==> src/rtl/ysyx_22040237_pkg.sv <==
// Shared types and constants for the ysyx_22040237 instruction fetch unit.
package ysyx_22040237_pkg;

    localparam int unsigned IFU_XLEN     = 64;
    localparam logic [63:0] IFU_RESET_PC = 64'h8000_0000;
    localparam logic [31:0] INST_NOP     = 32'h0000_0013;

    typedef enum logic [1:0] {
        IFU_IDLE = 2'd0,
        IFU_REQ  = 2'd1,
        IFU_WAIT = 2'd2,
        IFU_HOLD = 2'd3
    } ifu_state_e;

endpackage

==> src/rtl/ysyx_22040237_ifu.sv <==
// Instruction fetch unit: owns the PC, fetches over req/gnt/rvalid, hands {pc, inst} to decode.
// Optional YSYX_22040237_IFU_MISALIGN_CHK_EN reports misaligned redirect targets as a fault.
module ysyx_22040237_ifu
    import ysyx_22040237_pkg::*;
#(
    parameter int unsigned     XLEN     = IFU_XLEN,
    parameter logic [XLEN-1:0] RESET_PC = XLEN'(IFU_RESET_PC)
) (
    input  logic            clk,
    input  logic            rst,
    output logic            imem_req,
    output logic [XLEN-1:0] imem_addr,
    input  logic            imem_gnt,
    input  logic            imem_rvalid,
    input  logic [31:0]     imem_rdata,
    input  logic            redirect_valid,
    input  logic [XLEN-1:0] redirect_pc,
    output logic            out_valid,
    input  logic            out_ready,
    output logic [XLEN-1:0] out_pc,
    output logic [31:0]     out_inst
`ifdef YSYX_22040237_IFU_MISALIGN_CHK_EN
    ,
    output logic            out_fault
`endif
);

    ifu_state_e      r_state;
    ifu_state_e      w_state_nxt;
    logic [XLEN-1:0] r_pc;
    logic [XLEN-1:0] w_pc_nxt;
    logic            r_drop;
    logic            w_drop_nxt;
    logic            r_imem_req;
    logic            r_out_valid;
    logic [XLEN-1:0] r_out_pc;
    logic [XLEN-1:0] w_out_pc_nxt;
    logic [31:0]     r_out_inst;
    logic [31:0]     w_out_inst_nxt;
`ifdef YSYX_22040237_IFU_MISALIGN_CHK_EN
    logic            r_fault;
    logic            w_fault_nxt;
    logic            w_misalign;

    assign w_misalign = redirect_valid && (redirect_pc[1:0] != 2'b00);
`endif

    // Next-state, PC, drop flag and output payload
    always_comb begin
        w_state_nxt    = r_state;
        w_pc_nxt       = r_pc;
        w_drop_nxt     = r_drop;
        w_out_pc_nxt   = r_out_pc;
        w_out_inst_nxt = r_out_inst;
`ifdef YSYX_22040237_IFU_MISALIGN_CHK_EN
        w_fault_nxt    = r_fault;
`endif
        case (r_state)
            IFU_IDLE: begin
                w_state_nxt = IFU_REQ;
                if (redirect_valid) w_pc_nxt = redirect_pc;
            end
            IFU_REQ: begin
                if (imem_gnt) w_state_nxt = IFU_WAIT;
                if (redirect_valid) begin
                    w_pc_nxt = redirect_pc;
                    if (imem_gnt) w_drop_nxt = 1'b1;
                end
            end
            IFU_WAIT: begin
                if (imem_rvalid) begin
                    w_drop_nxt = 1'b0;
                    if (r_drop || redirect_valid) begin
                        w_state_nxt = IFU_REQ;
                    end else begin
                        w_state_nxt    = IFU_HOLD;
                        w_out_pc_nxt   = r_pc;
                        w_out_inst_nxt = imem_rdata;
`ifdef YSYX_22040237_IFU_MISALIGN_CHK_EN
                        w_fault_nxt    = 1'b0;
`endif
                    end
                end else if (redirect_valid) begin
                    w_drop_nxt = 1'b1;
                end
                if (redirect_valid) w_pc_nxt = redirect_pc;
            end
            IFU_HOLD: begin
                if (redirect_valid) begin
                    w_pc_nxt    = redirect_pc;
                    w_state_nxt = IFU_REQ;
                end else if (out_ready) begin
                    w_pc_nxt    = r_pc + XLEN'(4);
                    w_state_nxt = IFU_REQ;
`ifdef YSYX_22040237_IFU_MISALIGN_CHK_EN
                    w_fault_nxt = 1'b0;
`endif
                end
            end
            default: w_state_nxt = IFU_IDLE;
        endcase
`ifdef YSYX_22040237_IFU_MISALIGN_CHK_EN
        // A stale response can land outside WAIT once a fault has cut the fetch short
        if (r_state != IFU_WAIT && imem_rvalid) w_drop_nxt = 1'b0;
        if (r_state != IFU_IDLE && w_misalign) begin
            w_state_nxt    = IFU_HOLD;
            w_pc_nxt       = redirect_pc;
            w_out_pc_nxt   = redirect_pc;
            w_out_inst_nxt = INST_NOP;
            w_fault_nxt    = 1'b1;
            w_drop_nxt     = ((r_state == IFU_REQ) && imem_gnt)
                          || ((r_state == IFU_WAIT) && !imem_rvalid)
                          || (r_drop && !imem_rvalid);
        end
`endif
    end

    always_ff @(posedge clk or posedge rst) begin
        if (rst) begin
            r_state     <= IFU_IDLE;
            r_pc        <= RESET_PC;
            r_drop      <= 1'b0;
            r_imem_req  <= 1'b0;
            r_out_valid <= 1'b0;
            r_out_pc    <= '0;
            r_out_inst  <= '0;
`ifdef YSYX_22040237_IFU_MISALIGN_CHK_EN
            r_fault     <= 1'b0;
`endif
        end else begin
            r_state     <= w_state_nxt;
            r_pc        <= w_pc_nxt;
            r_drop      <= w_drop_nxt;
            r_imem_req  <= (w_state_nxt == IFU_REQ);
            r_out_valid <= (w_state_nxt == IFU_HOLD);
            r_out_pc    <= w_out_pc_nxt;
            r_out_inst  <= w_out_inst_nxt;
`ifdef YSYX_22040237_IFU_MISALIGN_CHK_EN
            r_fault     <= w_fault_nxt;
`endif
        end
    end

    assign imem_req  = r_imem_req;
    assign imem_addr = r_pc;
    assign out_valid = r_out_valid;
    assign out_pc    = r_out_pc;
    assign out_inst  = r_out_inst;
`ifdef YSYX_22040237_IFU_MISALIGN_CHK_EN
    assign out_fault = r_fault;
`endif

`ifndef SYNTHESIS
    // Memory must only answer while a fetch is outstanding
    always @(posedge clk) begin
        assert (rst || !imem_rvalid || r_state == IFU_WAIT || r_drop)
            else $error("imem_rvalid with no outstanding fetch");
    end
`endif

endmodule

==> config.mk <==
export PLATFORM = sky130hd
export DESIGN_NAME = ysyx_22040237_ifu
export DESIGN_NICKNAME = d
export VERILOG_FILES = /design/src/rtl/ysyx_22040237_pkg.sv /design/src/rtl/ysyx_22040237_ifu.sv
export SDC_FILE = /design/constraint.sdc
export NUM_CORES = 1
export LEC_CHECK = 0
export CAP_MARGIN = 20
export CORE_MARGIN = 5
export CORE_UTILIZATION = 46
export CTS_CLUSTER_DIAMETER = 50
export DETAILED_ROUTE_END_ITERATION = 10
export PLACE_DENSITY = 0.81
export SYNTH_ARGS = -nofsm -noshare
export SYNTH_HDL_FRONTEND = slang
export SYNTH_SLANG_ARGS = --single-unit
==> constraint.sdc <==
create_clock -name clk -period 7 [get_ports clk]
set_input_delay 1.75 -clock clk [delete_from_list [all_inputs] [get_ports clk]]
set_output_delay 1.75 -clock clk [all_outputs]
set_load 0.01 [all_outputs]
==> flow_metrics.tcl <==
set metrics [dict create \
    synth_top_area_share_pct 52.1 \
    netlist_area_mm2 0.00787 \
    cts_sinks 165 \
    cts_resized 0 \
    r2r_cells 5 \
    place_congestion 0.944 \
    drive_gt1_share_pct 14.7 \
    syn-instance-count 723 \
    path_clk_slew_ns 0.06 \
    synth_seq_cells 165 \
    overflow 0 \
    timing.fmax_mhz 247 \
    die_h_um 141 \
    port_buffers 263 \
    grt_use_total_pct 24.6 \
    synthFlopType "dfrtp_1" \
    crit_chain "clkdlybuf4s50_1 > and3_1 > and3_1 > nand4_1 > mux2i_1 > a211o_1" \
    status "finished clean" \
    root_buffer "clkbuf_16" \
    synth-xor-area-share_pct 2.11 \
    slew_headroom_pct 42.8 \
    rows 47 \
    placed_cells 1169 \
    synthSimpleGateAreaFrac_pct 19.1 \
    timing.rr.start "imem_addr[3]" \
    hold_path.class "flip-flop to flip-flop" \
    ys_seq_area_share_pct 52.5 \
    cts-buffers-inserted 17 \
    start_util_pct 47.1 \
    ant_nets 0 \
    synth_edf_count 0 \
    pin_count 264 \
    layout_min_cycle_time_ns 4.05 \
    dp_hpwl_um 18000 \
    die_w_um 141 \
    r2r_end "imem_addr[56]" \
    fin_skew_ns 0.00599 \
    die_area_mm2 0.0198 \
    routedWlPerCell_um 20.1 \
    cap_violations 0 \
    grt_pass1_wl_um 38800 \
    drtIter0Drc 686 \
    cp-end-kind "flip-flop" \
    fin_setup_tns_ns 0 \
    first_pass_iters 6 \
    synth_top_area_cell "dfrtp_1" \
    drc 0 \
    path_max_fanout 18 \
    finalHoldViolations 0 \
    synthAdderAreaFrac_pct 0.159 \
    grt_max_degree 71 \
    min_period_over_period_pct 57.9 \
    max_stage_delay_ns 0.69 \
    hold_buffers 0 \
    ys_async_sr_fraction_pct 100 \
    startpoint_type "input port" \
    antenna_found_initial 0 \
    cpMostUsedCell "and3_1" \
    rrSetupSlack_ns 4.20 \
    synth_top_family_by_area "simple AND/OR/NAND/NOR gates" \
    arrival_ns 4.36 \
    final_cells 1202 \
    regArea_mm2 0.00413 \
    worstSetupStartpoint "out_ready" \
    critPathCapture "imem_addr[53]" \
    ir_worst_vdd_mv 0.190 \
    cts_tree "built" \
    syn_to_final_growth_pct 42.8 \
    grt_pass1_vias 6963 \
    nFillCells 1344 \
    min_path_cells 2 \
    min_from "out_pc[62]" \
    synth_compound_area_share_pct 8.93 \
    vias_per_cell 5.83 \
    cts-htree-levels 4 \
    core_area_mm2 0.0167 \
    cts_setup_buffers 0 \
    vias 7005 \
    fin_nets 1071 \
    synthMuxAreaShare_pct 14.5 \
    p_per_area_mw_per_mm2 293 \
    worst_pin_slew_ns 0.850 \
    critical_path_required_ns 7.31 \
    slowest_stage "and3_1" \
    maxSlewViolCount 0 \
    synth_cell_types 55 \
    syn-num-nets 826 \
    avgSynthCellArea_um2 10.9 \
    synth.area.top_cells "dfrtp_1 (52%), mux2_2 (14%), nand2_1 (3.2%)" \
    rsz0062_at_grt "no" \
    finalSetupViolations 0 \
    clk_latency_ns 0.42 \
    multiInputGateArea_mm2 0.00354 \
    cts_max_path_buffers 2 \
    leakage_nw 4.71 \
    wl_um 24200 \
    yosys_warnings 0 \
    critical_path_class "input port to flip-flop" \
]
[registers in the layout, indices dropped and copies added, names as in the netlist]
register / flops
r_drop: 1
out_valid: 1
imem_req: 1
out_pc: 64
out_inst: 32
r_state: 2
imem_addr: 64
[metrics by stage]
stage | hold slack (ns) | power, W | utilization [%] | cell area, um^2 | setup WS (ns)
global route | 0.519 | 0.00346 | 67.3 | 11200 | 2.84
global placement | 0.464 | 0.00236 | 63.9 | 10700 | 2.63
CTS | 0.494 | 0.00332 | 67.3 | 11200 | 3.01
detailed placement | 0.480 | 0.00239 | 63.9 | 10700 | 2.57
finish | 0.498 | 0.00329 | 67.3 | 11200 | 2.95
floorplan | 0.508 | 0.00176 | - | 7870 | 0.790
[logic make-up after synthesis]
logic type               after synthesis
AND/OR/NAND/NOR                      275
flip-flops                           165
AO/OA/AOI/OAI                        104
multiplexers                         102
buffers and inverters                 57
XOR/XNOR                              19
adder cells (fa/ha/maj)                1
[layout by cell type (no fill, tap or decap), types with 3 or more instances in the layout]
master / instances
a211o_1: 3
a211oi_1: 3
a21oi_1: 10
a221oi_1: 4
a22oi_1: 4
a311oi_1: 6
a31oi_1: 10
and3_1: 14
and4_1: 19
buf_4: 5
clkbuf_1: 3
clkbuf_16: 17
clkdlybuf4s50_1: 262
clkinv_2: 3
dfrtp_1: 164
inv_1: 14
inv_6: 3
mux2_2: 96
mux2i_1: 6
nand2_1: 67
nand2b_1: 4
nand3_1: 29
nand4_1: 25
nor2_1: 38
nor2b_1: 8
nor3_1: 13
nor4_1: 21
o211ai_1: 3
o21ai_0: 32
o22ai_1: 5
o31ai_1: 9
or2_2: 5
or3_1: 6
or4_1: 14
xnor2_1: 13
xor2_1: 6
[cell usage after synthesis (2+ instances only)]
master and count:
xor2_1 6, o31ai_1 9, a311oi_1 6, mux2i_1 6, clkbuf_1 37, nand2_1 67, a22oi_1 4, a211oi_1 3
or4_1 14, a21oi_1 10, inv_1 15, xnor2_1 13, nor3_1 13, o22ai_1 5, o211a_1 2, o311a_1 2
nor4_1 21, o311ai_0 2, a221oi_1 4, o21ai_0 32, mux2_2 96, and3_1 14, and4_1 19, or3_1 6
nand4_1 25, and2_1 2, a31oi_1 10, a211o_1 3, nand3_1 30, a41oi_1 2, or2_2 5, dfrtp_1 164
nor2_1 38, nand2b_1 4, nor2b_1 8, buf_2 4, a221o_1 2, o211ai_1 3
[how the worst min path moves through the flow]
stage,to,slack [ns]
floorplan,r_drop,0.51
global placement,out_pc[26],0.46
detailed placement,out_pc[62],0.48
CTS,out_pc[62],0.49
global route,out_inst[27],0.52
finish,out_pc[62],0.50
[final cells by class]
class	count	area share [%]
repair buffers	268	23.7
diodes	1	0.0223
clock buffers	21	4.01
well taps	220	2.45
clock inverters	11	1.11
inverters	15	0.545
flip-flops and latches	165	36.7
multi-input cells	501	31.4
[critical path: cells and delay by family]
kind | cells | cell delay, ns
AOI/OAI and AO/OA | 1 | 0.28
buffers and inverters | 1 | 0.63
muxes | 1 | 0.23
and+or+nand+nor | 3 | 1.46
[routing by layer]
| layer | up-vias | track usage (%) | wire, um |
|---|---|---|---|
| li1 | 3205 | - | - |
| met1 | 3382 | 31.8 | 9510 |
| met2 | 375 | 39.9 | 11800 |
| met3 | 43 | 7.82 | 2310 |
| met4 | 0 | 7.60 | 560 |
| met5 | - | 0 | 0 |
[report_power, final]
part           switching [W]  internal (W)  leakage [nW]  total [W]
clock network       0.000388      0.000536         0.278   0.000925
logic               0.000400      0.000605          2.35    0.00101
registers           0.000183       0.00118          2.09    0.00136
(Power assumes the default switching activity.)
